### config.mk
export PLATFORM = sky130hd
export DESIGN_NAME = fetch_unit
export DESIGN_NICKNAME = d
export VERILOG_FILES = /design/src/rtl/fetch_unit.sv
export SDC_FILE = /design/constraint.sdc
export NUM_CORES = 1
export LEC_CHECK = 0
export ABC_AREA = 1
export CAP_MARGIN = 20
export CORE_ASPECT_RATIO = 1.25
export CORE_MARGIN = 3
export CORE_UTILIZATION = 40
export DETAILED_ROUTE_END_ITERATION = 10
export PLACE_DENSITY = 0.65
export SLEW_MARGIN = 15
export SYNTH_ARGS = -nofsm -noshare
export SYNTH_HDL_FRONTEND = slang
export SYNTH_SLANG_ARGS = --single-unit
### constraint.sdc
create_clock -name clk -period 2.3 [get_ports clk]
set_clock_uncertainty 0.2 [all_clocks]
set_input_delay 0.23 -clock clk [delete_from_list [all_inputs] [get_ports clk]]
set_output_delay 0.23 -clock clk [all_outputs]
set_load 0.1 [all_outputs]
### src/rtl/fetch_unit.sv
`default_nettype none
// ============================================================================
// Module   : fetch_unit
// Purpose  : Instruction fetch front end. It issues single-outstanding
//            requests to instruction memory, buffers returned words in a
//            2-entry prefetch FIFO and presents the head to the IF/ID
//            register. Redirects flush the buffer and drop stale returns.
// Ports    : clk, rst_n          clock, asynchronous active-low reset
//            hold                 downstream stalled, head not consumed
//            redirect/_addr       taken branch/jump and its target
//            imem_req/_addr       memory request and word-aligned address
//            imem_ack/_rdata      memory response for oldest request
//            out_address/_instruction/_valid  buffer head to IF/ID
//            flush                one-cycle bubble request to IF/ID
// Revision : 1.0  initial release
// ============================================================================
module fetch_unit #(
  parameter logic [31:0] RESET_PC  = 32'h0000_0000,
  parameter int          BUF_DEPTH = 2
) (
  input  logic        clk,
  input  logic        rst_n,
  input  logic        hold,
  input  logic        redirect,
  input  logic [31:0] redirect_addr,
  output logic        imem_req,
  output logic [31:0] imem_addr,
  input  logic        imem_ack,
  input  logic [31:0] imem_rdata,
  output logic [31:0] out_address,
  output logic [31:0] out_instruction,
  output logic        out_valid,
  output logic        flush
);

  typedef enum logic [0:0] {
    ST_FETCH   = 1'b0,
    ST_DISCARD = 1'b1
  } state_t;

  state_t      r_state;
  state_t      w_state_nxt;
  logic        r_outstanding;
  logic        w_outstanding_nxt;
  logic [31:0] r_pc;
  logic [1:0]  r_count;
  logic        r_head;
  logic        r_flush;
  logic [31:0] r_fifo_addr [2];
  logic [31:0] r_fifo_inst [2];

  logic        w_room;
  logic        w_req;
  logic        w_push;
  logic        w_pop;
  logic        w_wr_idx;
  logic [31:0] w_redir_pc;

  // Space rule: a new request may start only while count + outstanding < depth.
  // Once raised, the request stays up (outstanding) until acknowledged.
  assign w_room     = (r_count < 2'(BUF_DEPTH));
  assign w_req      = (r_state == ST_FETCH) && (r_outstanding || w_room);
  assign w_push     = w_req && imem_ack && !redirect;
  assign w_pop      = (r_count != 2'd0) && !hold && !redirect;
  assign w_wr_idx   = r_head ^ r_count[0];
  assign w_redir_pc = redirect_addr & ~32'h3;

  // Gate with rst_n so the request is low while reset is asserted.
  assign imem_req        = w_req && rst_n;
  assign imem_addr       = r_pc;
  assign out_valid       = (r_count != 2'd0);
  assign out_address     = out_valid ? r_fifo_addr[r_head] : r_pc;
  assign out_instruction = out_valid ? r_fifo_inst[r_head] : 32'h0;
  assign flush           = r_flush;

  // Next-state logic. A redirect while the memory still owes an answer moves
  // to DISCARD so that answer is not mistaken for the new target's data.
  always_comb begin
    w_state_nxt       = r_state;
    w_outstanding_nxt = r_outstanding;
    case (r_state)
      ST_FETCH: begin
        w_outstanding_nxt = w_req && !imem_ack;
        if (redirect) begin
          w_outstanding_nxt = 1'b0;
          if (w_req && !imem_ack) begin
            w_state_nxt = ST_DISCARD;
          end
        end
      end
      ST_DISCARD: begin
        w_outstanding_nxt = 1'b0;
        if (imem_ack) begin
          w_state_nxt = ST_FETCH;
        end
      end
      default: begin
        w_state_nxt       = ST_FETCH;
        w_outstanding_nxt = 1'b0;
      end
    endcase
  end

  always_ff @(posedge clk or negedge rst_n) begin
    if (!rst_n) begin
      r_state       <= ST_FETCH;
      r_outstanding <= 1'b0;
    end else begin
      r_state       <= w_state_nxt;
      r_outstanding <= w_outstanding_nxt;
    end
  end

  always_ff @(posedge clk or negedge rst_n) begin
    if (!rst_n) begin
      r_pc    <= RESET_PC;
      r_count <= 2'd0;
      r_head  <= 1'b0;
      r_flush <= 1'b0;
      for (int i = 0; i < 2; i++) begin
        r_fifo_addr[i] <= 32'h0;
        r_fifo_inst[i] <= 32'h0;
      end
    end else begin
      r_flush <= redirect;
      if (redirect) begin
        r_pc    <= w_redir_pc;
        r_count <= 2'd0;
        r_head  <= 1'b0;
      end else begin
        if (w_push) begin
          r_fifo_addr[w_wr_idx] <= r_pc;
          r_fifo_inst[w_wr_idx] <= imem_rdata;
          r_pc                  <= r_pc + 32'd4;
        end
        if (w_pop) begin
          r_head <= ~r_head;
        end
        case ({w_push, w_pop})
          2'b10:   r_count <= r_count + 2'd1;
          2'b01:   r_count <= r_count - 2'd1;
          default: r_count <= r_count;
        endcase
      end
    end
  end

  // The space rule must make a push into a full buffer impossible.
  always_ff @(posedge clk) begin
    if (rst_n && w_push) begin
      assert (r_count != 2'(BUF_DEPTH));
    end
  end

endmodule
`default_nettype wire
# Yosys cells after proc, flatten, opt, wreduce, memory -nomap -nowiden
# Index checks and enable logic that the tools add are counted.
# op_classes
shifts	0
multipliers	0
reduce_logical	17
n_bitwise	6
n_eq_ne	2
addsub	3
order_cmp	4
n_mux	24
div	0
# op_table
cell	n
2-to-1 mux 32 bit	11
bitwise mux 64 bit	2
adder 32 x 3 -> 32 bit (second input constant)	1
demux 32 bit (select 1 bit)	1
logical AND 1 bit	8
2-to-1 mux 1 bit	6
nonzero test 2 bit	3
greater-or-equal comparator 2 bit (second input constant)	2
NOT 1 -> 2 bit	2
one-hot mux 1 bit (2 select lines)	2
one-hot mux 2 bit (2 select lines)	1
logical NOT 1 bit	3
NOT 1 bit	3
nonzero test 3 bit	1
adder 2 x 1 -> 2 bit (second input constant)	1
equality test 2 x 1 -> 1 bit (second input constant)	1
equality test 2 bit (second input constant)	1
less-than comparator 2 x 1 -> 1 bit (second input constant)	1
less-than comparator 2 bit (second input constant)	1
2-to-1 mux 2 bit	1
AND reduction 2 bit	1
subtractor 2 x 1 -> 2 bit (second input constant)	1
logical OR 1 bit	1
bitwise XOR 1 bit	1
# totals
reg_bits	166
mem_count	0
input_bits	69
ramBits	0
latch_bits	0
output_inout_bits	99
romBits	0

# Longest topological paths before layout
# Gate-level depths: netlist of the first run.
# logic_depth
ltp_word	8
ltp_mapped	11
mapped_depth_nobuf	11

# Worst setup path before layout of the first run
# No wires, ideal clock.
# synth_timing
path_type	flip-flop to output port
start	register r_pc[2] (netlist: imem_addr[2])
end	output out_address[2]
stages_incl_launch_ff	3
slack_ns	-0.969
t_arrival_ns	2.839
required_time_ns	1.870
cell_sequence	dfrtp_1 -> inv_1 -> a22oi_1
# synth_via
elab_chain_len	1
# synth_rtl
item	line	text
start: declaration	45	logic [31:0] r_pc;
start signal: assignment	127	r_pc <= w_redir_pc;
start signal: assignment	134	r_pc <= r_pc + 32'd4;
2-to-1 mux 32 bit	72	assign out_address = out_valid ? r_fifo_addr[r_head] : r_pc;
end: declaration	30	output logic [31:0] out_address,
# No other way between the ends.

# Final worst setup path of the first run
# layout_timing
start	register r_count[0]
end	output out_address[14]
# layout_via
elab_chain_len	2
# layout_rtl
item	line	text
start: declaration	46	logic [1:0] r_count;
start signal: assignment	140	2'b10: r_count <= r_count + 2'd1;
start signal: assignment	141	2'b01: r_count <= r_count - 2'd1;
start signal: assignment	142	default: r_count <= r_count;
nonzero test 2 bit	71	assign out_valid = (r_count != 2'd0);
2-to-1 mux 32 bit	72	
# No other way between the ends.

==> results of run 1 <==
layout make-up:
| type | instances | area share (%) |
|---|---|---|
| well taps | 265 | 2.83 |
| flip-flops and latches | 160 | 34.6 |
| clock buffers | 25 | 3.98 |
| repair buffers | 203 | 22.5 |
| clock inverters | 6 | 0.930 |
| multi-input cells | 756 | 32.4 |
| inverters | 86 | 2.76 |
kinds of logic (layout without fill, tap and decap cells):
kind of cell             Yosys count  in the layout  synth area share [%]
AND/OR/NAND/NOR                  498            498                  24.6
AO/OA/AOI/OAI                    246            246                  16.5
flip-flops                       160            160                  49.7
buffers and inverters            149            320                  8.25
XOR/XNOR                           7              7                 0.761
adder cells (fa/ha/maj)            1              1                 0.155
other                              1              4                0.0465
state kept, by name, summed over array words and instances (netlist names):
name / flops
flush: 1
imem_addr: 30
r_count: 2
r_fifo_addr: 60
r_fifo_inst: 64
r_head: 1
r_outstanding: 1
r_state: 1
metal layers:
metal / GRT usage, % / vias to the layer above / part of all wire [%]
li1: - / 3741 / -
met1: 29.8 / 3665 / 43
met2: 37.4 / 220 / 51
met3: 3.50 / 24 / 4.5
met4: 6.14 / 0 / 1.7
met5: 0 / - / 0
worst max path at each step:
| stage | startpoint | end | slack [ns] | cells after the start |
|---|---|---|---|---|
| 2_1_floorplan | r_head$_DFFE_PN0P_ | out_instruction[25] | -0.02 | 5 |
| 3_3_place_gp | imem_ack | r_fifo_inst[9]$_DFFE_PN0P_ | 0.17 | 8 |
| 3_5_place_dp | imem_ack | r_fifo_inst[3]$_DFFE_PN0P_ | 0.14 | 8 |
| 4_1_cts | r_count[1]$_DFFE_PN0P_ | out_address[13] | -0.03 | 6 |
| 5_1_grt | r_count[0]$_DFFE_PN0P_ | out_address[14] | -0.06 | 6 |
| 6_report | r_count[0]$_DFFE_PN0P_ | out_address[14] | -0.02 | 6 |
stage by stage:
stage / std cells / hold slack [ns] / setup slack, ns / TNS, ns / area [um2]
final: 1501 / 0.167 / -0.0222 / -0.0351 / 11700
after global routing: 1501 / 0.166 / -0.0640 / -0.663 / 11700
after CTS: 1500 / 0.153 / -0.0274 / -0.0651 / 11700
after detailed placement: 1452 / 0.264 / 0.142 / 0 / 10900
after global placement: 1452 / 0.260 / 0.170 / 0 / 10900
after floorplan: 1065 / -0.266 / -0.0238 / -0.486 / 8460
worst register-to-register path, delay by kind of cell (launching register included):
kind                   cells  cell delay [ns]
flip-flops                 1             0.43
XOR/XNOR                   1             0.31
buffers and inverters      2             0.54
AO/OA/AOI/OAI              1             0.11
AND/OR/NAND/NOR            2             0.42
repair_timing:
| item | CTS | global route |
|---|---|---|
| gates cloned | 3 | 1 |
| pin swaps | 5 | 6 |
| hold endpoints to repair | 160 | 0 |
| buffers inserted | 13 | 3 |
| resized for setup | 10 | 9 |
| hold buffers | 1 | 0 |
| setup endpoints to repair | 43 | 54 |
cells in the final DEF (no fill, tap or decap), types with 2 or more instances in the layout:
cell type and n:
clkbuf_16 18, o22ai_1 4, o21ai_0 75, nor3_1 4
inv_2 4, a21oi_1 32, nand4_1 5, buf_12 71
nor2_1 63, dfrtp_1 127, o211ai_1 2, clkdlybuf4s50_1 65
bufinv_16 3, o21ai_1 58, nand2_4 3, buf_4 59
nand3_1 45, o21ai_2 2, a21oi_2 30, buf_6 5
clkinv_2 2, inv_1 82, conb_1 4, dfrtp_2 33
a22oi_2 30, nand2_1 374, a21oi_4 10, clkbuf_1 7
xor2_1 6
==> run_results.csv, run 1 <==
group,metric,value,unit
routing,via_count,7650,
global_route,antenna_found_initial,0,
setup_path,max_stage_delay,0.43,ns
clock_network,cts-root-buf,"clkbuf_16",
global_route,grt_pass1_wl,38.6,mm
sta,tightest_slew,0.910,ns
run_status,violations,"negative setup slack",
sta,hold_viol,0,
sta,post-route-period-util,101,%
clock_network,htreeDepth,4,
sta,min_period,2.32,ns
setup_path,cp_top_family,"buffers and inverters",
global_route,grt.overflow.total,0,
finish,nNetsFinal,1294,
sta,finalSetupViolCount,3,
hold_path,worst_hold_path_type,"in -> reg",
finish,seqCellArea,4050,um2
run,drv_cap,0,
finish,final_core_util,59.6,%
run_status,status,"finished, violations left",
routing,routed_wl,24.2,mm
sta,fmax,431,MHz
yosys,seq_area_frac_synth,49.7,%
floorplan,die_y,165,um
setup_path,crit_buf_inv,3,
setup_path,cp_common_cell,"buf_12",
yosys,synthFlopType,"dfrtp_1",
floorplan,start_util,41.1,%
yosys,ys_types,31,
setup_path,end_kind,"primary output",
yosys,async_reset_ff_share,100,%
setup_path,crit_type,"reg -> out",
routing,drtIter0Drc,645,
sta,slew_violations,0,
clock_network,cts.sinks,160,
place,dp_hpwl,16.1,mm
clock_network,cts_made_buffers,17,
sta,fin_ws,-0.0222,ns
yosys,synth-edff-count,0,
setup_path,ff2ff_setup_slack,0.21,ns
floorplan,die_width,133,um
routing,viasPerCell,5.10,
finish,drive_above_1_share,22.4,%
setup_path,ff2ff_path_depth,6,
yosys,postSynthCellCount,1062,
finish,multiInputGateArea,3790,um2
sta,slew-limit-headroom,39.3,%
yosys,ys_ff_latch,160,
floorplan,rows,57,
yosys,yosysTopAreaCell,"dfrtp_1",
yosys,yosysWarnings,0,
global_route,grt_start_max_net_pins,161,
setup_path,cp_data_arrival_time,1.89,ns
yosys,synth.avg_cell_area,7.59,um2
finish,diodes,0,
finish,area_growth,45.2,%
yosys,synth_top_cells_by_area,"dfrtp_1 (50%), nand2_1 (17%), o21ai_0 (4.7%), a21oi_1 (4.5%), inv_1 (3.8%)",
hold_path,min_to,"r_fifo_inst[25]$_DFFE_PN0P_",
routing,routedWlPerCell,16.1,um
setup_path,r2r_start,"r_count[0]$_DFFE_PN0P_",
yosys,netlist.area_leader.share,49.7,%
global_route,grt_usage,22.2,%
setup_path,crit_chain,"nor2_4 > buf_6 > buf_12 > a21oi_4 > a22oi_2 > buf_12",
setup_path,timing.rr.end,"r_fifo_inst[12]$_DFFE_PN0P_",
routing,drc,0,
yosys,netlist_area,8060,um2
floorplan,pin_count,168,
hold_path,worstHoldStart,"imem_rdata[25]",
clock_network,clk_latency,0.42,ns
sta,rsz0062_at_grt,"yes",
clock_network,clkSlewWorstSetupHoldPaths,0.06,ns
setup_path,cp_slowest_cell,"dfrtp_2",
clock_network,tritoncts,"built",
routing,drtPass1Iterations,5,
floorplan,dieArea,21900,um2
floorplan,fp.coreArea,19600,um2
place,gp_congestion,0.959,
yosys,yosysMostFrequentCell,"nand2_1",
setup_path,cp_max_fo,6,
hold_path,hold_path_depth,3,
place,io_buffers,161,
routing,antenna_left,0,
setup_path,cp.required,1.87,ns
yosys,synth.top_cells.by_count,"nand2_1 (374), dfrtp_1 (160), inv_1 (82)",
setup_path,worst_setup_path_start_kind,"flip-flop",
clock_network,max-clock-path-buffers,2,
global_route,grt_pass1_vias,7288,
finish,num-fill-cells,1745,
Power of run 1 is not shown: default switching activity piles up to over one toggle a cycle in this logic, so the estimate is an artifact.
==> inputs of run 2 (changes only) <==
- ABC_CLOCK_PERIOD_IN_PS: not set -> 2300
==> results of run 2 <==
Final layout, timing and power as in run 1 (identical DEF).
Power of run 2 is left out for the same reason.
==> inputs of run 3 (changes only) <==
- CORE_UTILIZATION: 40 -> 30
- PLACE_DENSITY: 0.65 -> not set
==> run 3 against run 2 <==
Compared with the run above: the run now ends clean; clock-buffer cell count fell by 4; critical path depth did not move; non-clock buffer count fell by 3; die area rose by 32%; setup slack improved by 0.057 ns; global-route usage fell by 4.6 points; fmax rose by 2.5%; utilization fell by 14 points; critical endpoint is now out_address[13]; largest cell class unchanged.
==> run_results.csv, run 3 (same netlist as run 1, synthesis figures left out) <==
group,metric,value,unit
run_status,status,"completed",
finish,num-fill-cells,2628,
finish,layout_common_cells,"nand2_1 (370), dfrtp_1 (127), inv_1 (82)",
sta,rsz0062_at_grt,"yes",
setup_path,end_kind,"primary output",
sta,hold_ws,0.155,ns
routing,routedWlPerCell,16.5,um
clock_network,htreeDepth,4,
hold_path,worst_hold_path_type,"in -> reg",
clock_network,max-clock-path-buffers,2,
setup_path,max_stage_delay,0.43,ns
finish,final_common_cell,"nand2_1",
routing,antenna_left,0,
setup_path,crit_type,"reg -> out",
finish,nNetsFinal,1291,
routing,drtIter0Drc,561,
place,io_buffers,161,
finish,fin_cells,1574,
setup_path,cp_common_cell,"buf_12",
setup_path,cp_data_arrival_time,1.84,ns
sta,min_period,2.27,ns
floorplan,fp.coreArea,26300,um2
place,placed_cells,1528,
sta,slew-limit-headroom,54.6,%
finish,top_register,"r_fifo_inst",
run,drv_cap,0,
global_route,grt.overflow.total,0,
finish,diodes,0,
clock_network,clkSlewWorstSetupHoldPaths,0.07,ns
finish,drive_above_1_share,22.9,%
setup_path,cp_max_fo,8,
clock_network,cts-root-buf,"clkbuf_16",
routing,drc,0,
global_route,grt_start_max_net_pins,125,
setup_path,crit_chain,"nor2_4 > buf_12 > buf_12 > a21oi_4 > a22oi_2 > buf_12",
sta,post-route-period-util,98.5,%
sta,slew_violations,0,
global_route,grt_usage,17.6,%
sta,tightest_slew,0.680,ns
finish,seqCellArea,4050,um2
setup_path,cp_slowest_cell,"dfrtp_2",
floorplan,die_y,189,um
global_route,antenna_found_initial,0,
setup_path,cp.required,1.87,ns
clock_network,cts.sinks,160,
clock_network,clk_latency,0.43,ns
floorplan,dieArea,28900,um2
clock_network,cts_made_buffers,17,
sta,fmax,441,MHz
finish,area_growth,48.1,%
floorplan,start_util,30.7,%
routing,routed_wl,25.9,mm
floorplan,pin_count,168,
clock_network,tritoncts,"built",
routing,viasPerCell,4.89,
setup_path,worst_setup_path_start_kind,"flip-flop",
routing,drtPass1Iterations,5,
place,dp_hpwl,17.6,mm
finish,multiInputGateArea,3830,um2
floorplan,rows,66,
global_route,grt_pass1_wl,40.6,mm
sta,hold_viol,0,
place,gp_congestion,0.927,
finish,largest_reg_flops,64,
floorplan,die_width,153,um
sta,finalSetupViolCount,0,
global_route,grt_pass1_vias,7206,
routing,via_count,7691,
==> run 3: cell count changes in the layout (fill, tap and decap cells not counted), sizes merged <==
cell / change
buf: -7
bufbuf: +1
clkinv: +1
inv: +2
clkinvlp: +2
dlygate4sd3: +1
clkbuf: -2
==> run 3: final timing paths <==
path,startpoint,end,slack (ns),cells past startpoint
worst max-delay path,r_count[0]$_DFFE_PN0P_,out_address[13],0.03,6
max in group asynchronous,rst_n,r_fifo_inst[31]$_DFFE_PN0P_,1.06,3
min in group asynchronous,rst_n,imem_addr[10]$_DFFE_PN0P_,0.27,3
worst max register to register,r_count[0]$_DFFE_PN0P_,r_fifo_inst[11]$_DFFE_PN0P_,0.25,6
worst min-delay path,imem_rdata[26],r_fifo_inst[26]$_DFFE_PN0P_,0.16,3
worst min register to register,r_fifo_inst[37]$_DFFE_PN0P_,r_fifo_inst[37]$_DFFE_PN0P_,0.28,2
==> run 3: critical path: cells and delay by family, from the launching register on <==
family                 cells  cell delay (ns)
buffers and inverters      3             0.53
flip-flops                 1             0.43
AO/OA/AOI/OAI              2             0.31
AND/OR/NAND/NOR            1             0.13
==> run 3: through the flow <==
step           TNS [ns]  setup slack (ns)  area (um2)  utilization, %
2_1_floorplan    -0.486           -0.0238        8460               -
3_3_place_gp          0             0.160       11000            41.8
3_5_place_dp          0             0.135       11000            41.8
4_1_cts         -0.0603           -0.0162       11800            44.9
5_1_grt          -0.246           -0.0390       11900            45.4
6_report              0            0.0343       11900            45.4
==> run 3: timing repair <==
action	in CTS	in global routing
buffers inserted	4	3
pin swaps	4	7
cloned	3	3
setup endpoints to repair	36	47
resized for setup	6	20
hold endpoints to repair	160	0
hold buffers	2	0
==> run 3: routing by layer <==
layer	up-vias	global-route usage, %	wire [um]
li1	3741	-	-
met1	3733	22.6	11100
met2	195	30.5	13500
met3	22	3.52	940
met4	0	4.53	398
met5	-	0	0
==> run 3: area by class of cell <==
| cell class | count | share of cell area [%] |
|---|---|---|
| Inverter | 86 | 2.73 |
| Timing Repair Buffer | 200 | 22.5 |
| Clock inverter | 11 | 1.29 |
| Multi-Input combinational cell | 756 | 32.1 |
| Sequential cell | 160 | 33.9 |
| Clock buffer | 21 | 3.94 |
| Tap cell | 340 | 3.57 |
Power of run 3 is left out for the same reason.
